**config.mk**
```make
export PLATFORM = sky130hd
export DESIGN_NAME = dec_lane_status
export DESIGN_NICKNAME = d
export VERILOG_FILES = /design/src/rtl/dec_lane_status.sv
export SDC_FILE = /design/constraint.sdc
export NUM_CORES = 1
export LEC_CHECK = 0
export ABC_AREA = 0
export CORE_UTILIZATION = 45
export CTS_CLUSTER_SIZE = 8
export DETAILED_ROUTE_END_ITERATION = 16
export PLACE_DENSITY = 0.71
export SLEW_MARGIN = 20
export SYNTH_ARGS = -nofsm -noshare
export SYNTH_HDL_FRONTEND = slang
export SYNTH_SLANG_ARGS = --single-unit
```
**constraint.sdc**
```tcl
create_clock -name clk -period 5.5 [get_ports clk]
set_input_delay 1.1 -clock clk [delete_from_list [all_inputs] [get_ports clk]]
set_output_delay 1.1 -clock clk [all_outputs]
set_load 0.05 [all_outputs]
```
**src/rtl/dec_lane_status.sv**
```systemverilog
// Per-lane 8b/10b receive status: merges sub-decoder flags, tracks running disparity,
// counts bad symbols and runs a comma-based sync FSM. Every lane is fully independent.
module dec_lane_status #(
  parameter int NUM_LANES  = 4,
  parameter int ERR_CNT_W  = 16,
  parameter int ACQ_COMMAS = 3,
  parameter int ERR_LIMIT  = 4,
  parameter int GOOD_RUN   = 8
) (
  input  logic                           clk,
  input  logic                           reset_n,
  input  logic [NUM_LANES-1:0]           in_valid,
  input  logic [10*NUM_LANES-1:0]        sym,
  input  logic [8*NUM_LANES-1:0]         data,
  input  logic [NUM_LANES-1:0]           code_err_lo,
  input  logic [NUM_LANES-1:0]           code_err_hi,
  input  logic [NUM_LANES-1:0]           kout_lo,
  input  logic [NUM_LANES-1:0]           kout_hi,
  input  logic                           cnt_clear,
  output logic [NUM_LANES-1:0]           out_valid,
  output logic [NUM_LANES-1:0]           kout,
  output logic [NUM_LANES-1:0]           code_err,
  output logic [NUM_LANES-1:0]           disp_err,
  output logic [NUM_LANES-1:0]           rdisp,
  output logic [NUM_LANES-1:0]           sync,
  output logic [NUM_LANES-1:0]           sync_lost,
  output logic [ERR_CNT_W*NUM_LANES-1:0] err_cnt
);

  localparam int AW = $clog2(ACQ_COMMAS + 1);
  localparam int CW = $clog2(ERR_LIMIT + 1);
  localparam int RW = $clog2(GOOD_RUN + 1);
  localparam logic [AW-1:0] ACQ_LAST    = AW'(ACQ_COMMAS - 1);
  localparam logic [CW-1:0] CREDIT_LAST = CW'(ERR_LIMIT - 1);
  localparam logic [RW-1:0] RUN_LAST    = RW'(GOOD_RUN - 1);

  typedef enum logic {ACQ, SYNC} state_t;

  for (genvar i = 0; i < NUM_LANES; i++) begin : g_lane
    state_t                 state_q, state_d;
    logic [AW-1:0]          acq_q, acq_d;
    logic [CW-1:0]          credit_q, credit_d;
    logic [RW-1:0]          run_q, run_d;
    logic [ERR_CNT_W-1:0]   cnt_q, cnt_d;
    logic                   rd_q, rd_d;
    logic                   ov_q, ov_d, k_q, k_d, ce_q, ce_d, de_q, de_d, sl_q, sl_d;
    logic [3:0]             ones;
    logic                   pos, neg, illegal, bad, comma;

    // Symbol classification, disparity tracking and the sync FSM next-state logic.
    always_comb begin
      ones    = 4'($countones(sym[10*i +: 10]));
      pos     = (ones == 4'd6);
      neg     = (ones == 4'd4);
      illegal = (ones != 4'd5) && !pos && !neg;

      ov_d = in_valid[i];
      k_d  = in_valid[i] & (kout_lo[i] | kout_hi[i]);
      ce_d = in_valid[i] & (code_err_lo[i] | code_err_hi[i] | illegal);
      de_d = in_valid[i] & ((pos & rd_q) | (neg & ~rd_q));

      rd_d = rd_q;
      if (in_valid[i] && pos)      rd_d = 1'b1;
      else if (in_valid[i] && neg) rd_d = 1'b0;

      bad   = ce_d | de_d;
      comma = k_d & (data[8*i +: 8] == 8'hBC) & ~bad;

      // Clear wins over a same-cycle increment; the increment is simply lost.
      cnt_d = cnt_q;
      if (cnt_clear)                 cnt_d = '0;
      else if (bad && cnt_q != '1)   cnt_d = cnt_q + ERR_CNT_W'(1);

      state_d  = state_q;
      acq_d    = acq_q;
      credit_d = credit_q;
      run_d    = run_q;
      sl_d     = 1'b0;
      if (in_valid[i]) begin
        case (state_q)
          ACQ: begin
            if (!comma) begin
              acq_d = '0;
            end else if (acq_q == ACQ_LAST) begin
              state_d  = SYNC;
              acq_d    = '0;
              credit_d = '0;
              run_d    = '0;
            end else begin
              acq_d = acq_q + AW'(1);
            end
          end
          SYNC: begin
            if (bad) begin
              run_d = '0;
              if (credit_q == CREDIT_LAST) begin
                state_d  = ACQ;
                acq_d    = '0;
                credit_d = '0;
                sl_d     = 1'b1;
              end else begin
                credit_d = credit_q + CW'(1);
              end
            end else if (run_q == RUN_LAST) begin
              run_d = '0;
              if (credit_q != '0) credit_d = credit_q - CW'(1);
            end else begin
              run_d = run_q + RW'(1);
            end
          end
          default: state_d = ACQ;
        endcase
      end
    end

    always_ff @(posedge clk) begin
      if (!reset_n) begin
        state_q  <= ACQ;
        acq_q    <= '0;
        credit_q <= '0;
        run_q    <= '0;
        cnt_q    <= '0;
        rd_q     <= 1'b0;
        ov_q     <= 1'b0;
        k_q      <= 1'b0;
        ce_q     <= 1'b0;
        de_q     <= 1'b0;
        sl_q     <= 1'b0;
      end else begin
        state_q  <= state_d;
        acq_q    <= acq_d;
        credit_q <= credit_d;
        run_q    <= run_d;
        cnt_q    <= cnt_d;
        rd_q     <= rd_d;
        ov_q     <= ov_d;
        k_q      <= k_d;
        ce_q     <= ce_d;
        de_q     <= de_d;
        sl_q     <= sl_d;
      end
    end

    assign out_valid[i] = ov_q;
    assign kout[i]      = k_q;
    assign code_err[i]  = ce_q;
    assign disp_err[i]  = de_q;
    assign rdisp[i]     = rd_q;
    assign sync[i]      = (state_q == SYNC);
    assign sync_lost[i] = sl_q;
    assign err_cnt[ERR_CNT_W*i +: ERR_CNT_W] = cnt_q;
  end

endmodule

```
### Word level (Yosys, flattened, before mapping)

Index checks and enable logic that the tools add are counted.

* flip-flop bits (word level): 128
* input bits: 95
* output and inout port bits: 92
* logic and storage cells: 370

* $add $sub $neg: 56
* equal/unequal tests: 56
* muxes and demuxes: 100
* bitwise operators: 61
* reductions and logical operators: 53

Operators by type and width (count)
* $mux 3: 24
* $add 16x1->16 const B: 4
* $mux 4: 16
* $ne 16x16->1 const B: 4
* $eq 4x3->1 const B: 12
* $add 1x1->2: 20
* $eq 8x8->1 const B: 4
* $mux 2: 16
* $pmux 4 s2: 4
* $and 1x1->1: 28
* $mux 1: 28
* $add 2x2->3: 8
* $ne 3x1->1 const B: 8
* $pmux 3 s2: 4
* $reduce_and 3->1: 8
* $logic_and 1x1->1: 20
* $or 1x1->1: 20
* $reduce_and 5->1: 4
* $add 3x3->4: 4
* $add 4x1->4 const B: 4
* $add 4x2->4: 4
* $ne 2x1->1 const B: 8
* $ne 2x2->1 const B: 8
* $ne 4x3->1 const B: 4
* other kinds (13): 62

### Longest topological paths before layout

Gate-level depths: netlist of the first run.

* depth in word-level cells: 15
* gate-level depth with buffers: 15

### Worst setup path before layout of the first run

OpenSTA, ideal clock, no wires.

* path kind: input -> register
* from: input sym[10]
* to: register g_lane[1].cnt_q[7]
* library setup time: 0.070 ns
* data arrival time: 5.007 ns
* required time: 5.430 ns
* setup slack: 0.422 ns
* stages on the path: 14
* path through: fa_1 fa_1 inv_1 fa_1 inv_1 ha_1 fa_1 or3_1 and3_1 buf_6 a211o_4 buf_6 or4_1 a21oi_1

* cells in the longest elaborated chain, start to end: 12
* elaborated cells between the ends (all ways): 19
* those cells by class: add/sub: 4; eq/ne: 3; bitwise: 7; reduce/logical: 5

RTL lines
* start, declared: line 13 `input logic [10*NUM_LANES-1:0] sym,`
* $add 1x1->2 *: line 52 `ones = 4'($countones(sym[10*i +: 10]));`
* $add 2x2->3 *: line 52
* $add 3x3->4 *: line 52
* $add 4x2->4 *: line 52
* $eq 4x3->1: line 53 `pos = (ones == 4'd6);`
* $logic_not 1->1: line 55 `illegal = (ones != 4'd5) && !pos && !neg;`
* $logic_and 1x1->1 (2 in a row): line 55
* $or 1x1->1: line 59 `ce_d = in_valid[i] & (code_err_lo[i] | code_err_hi[i] | illegal);`
* $and 1x1->1: line 59
* $or 1x1->1 *: line 66 `bad = ce_d | de_d;`
* $logic_and 1x1->1 *: line 72 `else if (bad && cnt_q != '1) cnt_d = cnt_q + ERR_CNT_W'(1);`
* end signal, assigned: line 134 `cnt_q <= cnt_d;`
* end, declared: line 44 `logic [ERR_CNT_W-1:0] cnt_q, cnt_d;`

Mark *: on every way between the ends. The rest lies on a longest branch, timed or not.
A chain may end at the register's enable or synchronous reset.

### Worst setup path in the final report of the first run

* from: input sym[10]
* to: register g_lane[1].cnt_q[15]

Same word-level chain as after synthesis.

==> results of run 1 <==
## flip-flops by register name (all words and copies together), names as in the netlist
| register | flops |
|---|---|
| g_lane.credit_q | 12 |
| g_lane.ce_q | 4 |
| g_lane.k_q | 4 |
| g_lane.run_q | 16 |
| g_lane.state_q | 4 |
| g_lane.ov_q | 4 |
| g_lane.cnt_q | 64 |
| g_lane.acq_q | 8 |
| g_lane.rd_q | 4 |
| g_lane.sl_q | 4 |
| g_lane.de_q | 4 |
## cells in the mapped netlist (20+ instances only)
master | n | area (um^2)
or3_1 | 20 | 125.1
a21oi_1 | 74 | 370.4
o21ai_0 | 31 | 155.2
nand4_1 | 21 | 131.4
nor3_1 | 24 | 120.1
buf_4 | 28 | 210.2
fa_1 | 24 | 480.5
dfxtp_1 | 128 | 2562
ha_1 | 28 | 350.3
or4_1 | 35 | 262.8
o31ai_1 | 32 | 240.2
inv_1 | 67 | 251.5
nand3_1 | 36 | 180.2
clkbuf_1 | 29 | 108.9
nor2_1 | 55 | 206.5
nand2_1 | 72 | 270.3
## area by class of cell
type,instances,area share
well taps,220,0.02625
clock inverters,9,0.01229
clock buffers,23,0.04749
inverters,68,0.02434
repair buffers,215,0.1995
flip-flops and latches,128,0.2444
multi-input cells,677,0.4458
## layer usage
layer	global-route usage	vias up	part of all wire
met5	0	-	0
met4	0.08614	0	0.015
met3	0.04346	27	0.050
met2	0.3944	221	0.49
met1	0.2915	3602	0.45
li1	-	3845	-
## stage by stage
step                      area [um^2]  hold WS (ns)  worst slack [ns]
after floorplan                  7844        0.4376            0.4225
after global placement           9859        0.4697           0.08864
after detailed placement         9859        0.4712          0.001688
after CTS                       10490        0.4779            0.4510
after global routing            10490        0.5192            0.2155
final                           10490        0.4737            0.4508
## worst reg2reg max path, stage by stage (launching register included)
cell	delay [ns]
dfxtp_1	0.47
nand4_1	0.29
nor4_1	0.83
and2_1	0.51
or4_1	0.19
a21oi_1	0.06
## power groups by stage
stage	clock, mW	combinational [mW]	sequential, mW
global route	1.25	0.859	0.960
CTS	1.21	0.777	0.957
detailed placement	0	0.772	0.977
global placement	0	0.757	0.977
finish	1.19	0.777	0.957
floorplan	0	0.503	0.984
## final timing paths
check | startpoint | end | slack (ns) | cells after the start
worst max-delay path | sym[10] | g_lane[1].cnt_q[15]$_SDFFE_PP0P_ | 0.45 | 13
worst min-delay path | g_lane[2].run_q[2]$_SDFFE_PN0P_ | g_lane[2].run_q[2]$_SDFFE_PN0P_ | 0.47 | 1
worst max register to register | g_lane[1].cnt_q[3]$_SDFFE_PP0P_ | g_lane[1].cnt_q[7]$_SDFFE_PP0P_ | 3.01 | 5
worst min register to register | g_lane[2].run_q[2]$_SDFFE_PN0P_ | g_lane[2].run_q[2]$_SDFFE_PN0P_ | 0.47 | 1
## logic make-up after synthesis
group,count (synthesis),synth area share
compound gates,262,0.2292
xor+xnor,4,0.004467
fa+ha+maj,52,0.1059
buf+inv,131,0.07832
flops,128,0.3267
mux,8,0.01037
simple gates,351,0.2450
==> results.md, run 1 <==
* WL final at slightly above 20000 um
* Antenna cells at 0
* Cts repair resizes at 0
* DR WL/cell at approximately 15 um
* Buffers on Ports at 186
* Post-DRT Antenna Nets at 0
* Clk_lat worst skew at roughly 0.42 ns
* Initial core utilization at 0.4664
* # IOs at approximately 190
* GR Overflow Total at 0
* Crit path kind: primary input to register
* Finished Layout Cells at 1340
* Routability Congestion at slightly above 0.9
* Global-route wire length before repair at ~34000 um
* Post-DP HPWL at between 10000 and 15000 um
* Initial DRC count at about 370
* Top cell family by delay on the critical path: adder cells
* Peak Freq at slightly below 200 MHz
* Dominant synthesized flop cell: dfxtp_1
* Power density over the cells at 278.9 nW/um^2
* Tightest Pin Transition at between 1 and 1.5 ns
* Detailed Routing Iterations Pass 1 at 5
* Placed Instances at 1308
* Outcome: finished, final reports clean
* Net count, final at about 1300
* WP data arrival at about 5.4 ns
* Worst Hold Class: register to register
* Syn nets at 1083
* Most frequent cells in the layout: 186 x clkdlybuf4s50_1, 128 x dfxtp_1, 74 x a21oi_1
* FF+latch count, synth at 128
* Final Cycle Share at 0.9180
* Sum Neg Setup Slack at 0 ns
* # clock sinks at roughly 130
* Area Overhead vs Synth at 33.69%
* Req. time, crit path at a little under 6 ns
* Post-synth EDFFs at 0
* Crit Path Max Fanout at 14
* Sequential power share at 0.327
* Min Tclk post-route at between 5 and 6 ns
* CP cell instances: clkdlybuf4s50_1 -> fa_1 -> fa_1 -> inv_1 -> fa_1 -> inv_1 -> ha_1 -> fa_1 -> or3_1 -> and3_1 -> a211o_4 -> or4_1 -> a21oi_1
* Vias at slightly below 8000
* Die area at ~18000 um^2
* Net Sw Frac at 0.3019
* Pins Over Slew Limit at 0
* Area of the multi-input gates at between 4000 and 5000 um^2
* Core footprint at between 15000 and 20000 um^2
* Final setup viols at 0
* Internal Power at a little over 2 mW
* Worst path slowest cell: fa_1
* Clk root buf: clkbuf_16
* Initial antenna violation count at 0
* Fraction of layout cells with a size suffix above 1 at 0.07143
* Max-Cap Viols at 0
* Peak supply drop at between 0.0002 and 0.00025 V
* Largest net degree at the start of global routing at 38
* DRC at 0
* Ys async rst share at 0
* Util after Layout at 0.6235
* Setup crit end kind: register
* CP startpoint kind: primary input
* Hold Buf Count CTS at 0
* Syn. warnings at 0
* Synthesized area per cell at about 8.4 um^2
* FP Rows at between 40 and 50
* Setup bufs post-CTS at 0
* NetSw at a little under 0.9 mW
* Via/cell ratio at 5.743
* FILL cells at 1500
* Synth cell types at between 70 and 80
* Crit path buf inv count at 3
* Synth Cell Area at between 7000 and 8000 um^2
* Most common cell after layout, fill and taps aside: clkdlybuf4s50_1
* Register area at 2562 um^2
* CTS buffer count at 17
* Final Hold Violating Endpoints at 0
* Post-Syn Instances at around 940
* H-tree lvl count at 4
* RSZ-0062 raised after global routing: no
* Worst Skew at a little over 0.007 ns
* Sequential-to-total area share from yosys stat at 0.3267
* Total power at 2.925 mW
* CTS tree: built
* Die H at 134.0 um
* Vias in the first global route at a little over 7000
* Most used cell, CP: fa_1
* GRT Util Overall at 0.2319
* DIE WIDTH at between 100 and 150 um
* Bufs on Longest Clock Path at 2
* Static Leak at between 3 and 4 nW
* Combinational share of power at 0.266
* Power share of the clock group at 0.407
* Clk slew on worst S/H paths at 0.06 ns
* CP max stage delay at around 0.51 ns
* Slew HR at 0.3053
(Power assumes the default switching activity.)
==> run 2: changes to the inputs <==
Settings changed: SKIP_LAST_GASP from default to 1.
==> results of run 2 <==
No change in the layout: final DEF, timing and power equal those of run 1.
==> run 3: changes to the inputs <==
Settings changed: CELL_PAD_IN_SITES_DETAIL_PLACEMENT from default to 0, CELL_PAD_IN_SITES_GLOBAL_PLACEMENT from default to 1, CORE_UTILIZATION 45 to 37, PLACE_DENSITY 0.71 to 0.79.
==> run 3 against run 2 <==
Non-clock buffer count shrank 5. Clock power is essentially flat. Highest routed layer unchanged. Final area grew 0.11%.
==> results.md, run 3 (same netlist as run 1, synthesis figures left out) <==
* Core footprint at 20490 um^2 (+22%)
* Most used cell, CP: fa_1
* CP max stage delay at 0.51 ns (about the same)
* Most flop-heavy register: g_lane.cnt_q
* R2r startpoint: g_lane[1].cnt_q[3]$_SDFFE_PP0P_
* Clk root buf: clkbuf_16
* Req. time, crit path at 5.86 ns (+0.02 ns)
* Placed Instances at 1353 (+3.4%)
* Finished Layout Cells at 1385 (+3.4%)
* Slew HR at 0.3758 (+0.07053)
* GR Overflow Total at 0 (unchanged)
* RSZ-0062 raised after global routing: no
* Power density over the cells at 276.2 nW/um^2 (-0.98%)
* Max-Cap Viols at 0 (unchanged)
* Cts repair resizes at 0 (unchanged)
* Die H at 147.6 um (+10%)
* Most frequent cells in the layout: 186 x clkdlybuf4s50_1, 128 x dfxtp_1, 74 x a21oi_1
* CP cell instances: clkdlybuf4s50_1 -> fa_1 -> fa_1 -> inv_1 -> fa_1 -> inv_1 -> ha_1 -> fa_1 -> or3b_2 -> o21a_1 -> buf_4 -> o31a_1 -> nor4_1 -> a31o_2
* # IOs at 187 (unchanged)
* Hold worst-path end: g_lane[1].credit_q[0]$_SDFFE_PN0P_
* FP Rows at 52 (+11%)
* WL final at 20940 um (+2.5%)
* Sum Neg Setup Slack at 0 ns (unchanged)
* GRT Util Overall at 0.1977 (-0.03416)
* CTS tree: built
* Final setup viols at 0 (unchanged)
* Detailed Routing Iterations Pass 1 at 5 (unchanged)
* Post-DRT Antenna Nets at 0 (unchanged)
* Worst Reg-to-Reg Cells at 5 (unchanged)
* Net count, final at 1249 (-0.40%)
* GR Util met3 at 0.04290 (-0.0005606)
* Vias in the first global route at 7195 (+1.4%)
* Peak supply drop at 0.0002153 V (+0.87%)
* CP startpoint kind: primary input
* CTS buffer count at 17 (unchanged)
* Final Hold Violating Endpoints at 0 (unchanged)
* DRC at 0 (unchanged)
* # clock sinks at 128 (unchanged)
* Worst Skew at 0.01291 ns (+0.005814 ns)
* Antenna cells at 0 (unchanged)
* Initial core utilization at 0.3827 (-0.08365)
* Worst path slowest cell: fa_1
* Largest net degree at the start of global routing at 41 (+7.9%)
* Final Cycle Share at 0.9222 (+0.004133)
* FF-to-FF End: g_lane[1].cnt_q[13]$_SDFFE_PP0P_
* Vias at 7620 (-0.97%)
* Crit path kind: primary input to register
* H-tree lvl count at 4 (unchanged)
* Most common cell after layout, fill and taps aside: clkdlybuf4s50_1
* Post-DP HPWL at 15330 um (+3.4%)
* Hold Startpoint: g_lane[1].credit_q[0]$_SDFFE_PN0P_
* Clk slew on worst S/H paths at 0.06 ns (about the same)
* Static Leak at 3.674 nW (-0.89%)
* Fraction of layout cells with a size suffix above 1 at 0.06726 (-0.004164)
* Global-route wire length before repair at 35250 um (+4.5%)
* Largest registers: g_lane.cnt_q x64, g_lane.run_q x16, g_lane.credit_q x12
* Pins Over Slew Limit at 0 (unchanged)
* Via/cell ratio at 5.502 (-4.2%)
* Min Tclk post-route at 5.072 ns (+0.02273 ns)
* Peak Freq at 197.2 MHz (-0.45%)
* Outcome: finished, final reports clean
* DR WL/cell at 15.12 um (-0.84%)
* GRT met2 Usage at 0.3231 (-0.07124)
* WP data arrival at 5.43 ns (+0.04 ns)
* Clk_lat worst skew at 0.42 ns (about the same)
* Worst Hold Class: register to register
* Flop-to-flop setup slack at 2.97 ns (-0.04 ns)
* Die area at 21790 um^2 (+21%)
* Buffers on Ports at 186 (unchanged)
* FILL cells at 1940 (+29%)
* Area Overhead vs Synth at 33.83%
* Max FFs per register at 64 (unchanged)
* Initial antenna violation count at 0 (unchanged)
* Routability Congestion at 0.8413 (-7.5%)
* Util after Layout at 0.5122 (-0.1113)
* Initial DRC count at 527 (+43%)
* Setup bufs post-CTS at 0 (unchanged)
* GR peak layer: met2
* GR Util met1 at 0.2608 (-0.03074)
* Hold Buf Count CTS at 0 (unchanged)
* Setup crit end kind: register
* Bufs on Longest Clock Path at 2 (unchanged)
* WHS Path Cells at 2 (+1)
* Crit Path Max Fanout at 7 (-7)
* DIE WIDTH at 147.6 um (+10%)
* Tightest Pin Transition at 0.9277 ns (-0.1064 ns)
-- run 3: changes by cell type in the layout (fill, tap and decap cells not counted) --
cell | before | now
buf_4 | 28 | 23
clkbuf_8 | 5 | 3
nor3_1 | 24 | 23
clkbuf_1 | 1 | 2
clkinv_2 | 3 | 4
nor3_2 | 0 | 1
-- run 3: where the power goes --
part | leakage [nW] | switching (mW) | internal (mW)
registers | 1.03 | 0.0116 | 0.945
clock network | 0.296 | 0.430 | 0.747
logic | 2.34 | 0.451 | 0.316
-- run 3: through the flow --
step	cell area [um^2]	setup slack, ns	total power [mW]	hold slack, ns
2_1_floorplan	7844	0.4225	1.487	0.4376
3_3_place_gp	9884	0.08480	1.728	0.4712
3_5_place_dp	9884	0.005005	1.740	0.4622
4_1_cts	10490	0.4361	2.927	0.4811
5_1_grt	10500	0.2124	3.057	0.5025
6_report	10500	0.4281	2.899	0.4811
-- run 3: worst max path at each step --
stage	start	cells past startpoint	slack, ns	end
2_1_floorplan	sym[10]	14	0.42	g_lane[1].cnt_q[7]$_SDFFE_PP0P_
3_3_place_gp	sym[10]	13	0.08	g_lane[1].cnt_q[11]$_SDFFE_PP0P_
3_5_place_dp	sym[0]	14	0.005	g_lane[0].run_q[3]$_SDFFE_PN0P_
4_1_cts	sym[0]	14	0.44	g_lane[0].run_q[3]$_SDFFE_PN0P_
5_1_grt	sym[10]	13	0.21	g_lane[1].credit_q[2]$_SDFFE_PN0P_
6_report	sym[0]	14	0.43	g_lane[0].run_q[3]$_SDFFE_PN0P_
-- run 3: metal layers --
layer	up-vias	routed length, um
li1	3835	-
met1	3580	9982
met2	185	9786
met3	20	904
met4	0	268
met5	-	0
-- run 3: cell type report --
cell class | count | area [um^2] | share of cell area
multi-input combinational | 677 | 4679 | 0.4458
sequential | 128 | 2562 | 0.2441
timing repair buffer | 210 | 2054 | 0.1957
clock buffer | 22 | 474.2 | 0.04517
tap | 270 | 337.8 | 0.03218
inverter | 68 | 255.2 | 0.02431
clock inverter | 10 | 133.9 | 0.01275
-- run 3: critical path: cells and delay by family --
kind,cells,cell delay (ns)
compound gates,3,0.76
fa+ha+maj,5,2.08
buf+inv,4,0.71
simple gates,2,0.79
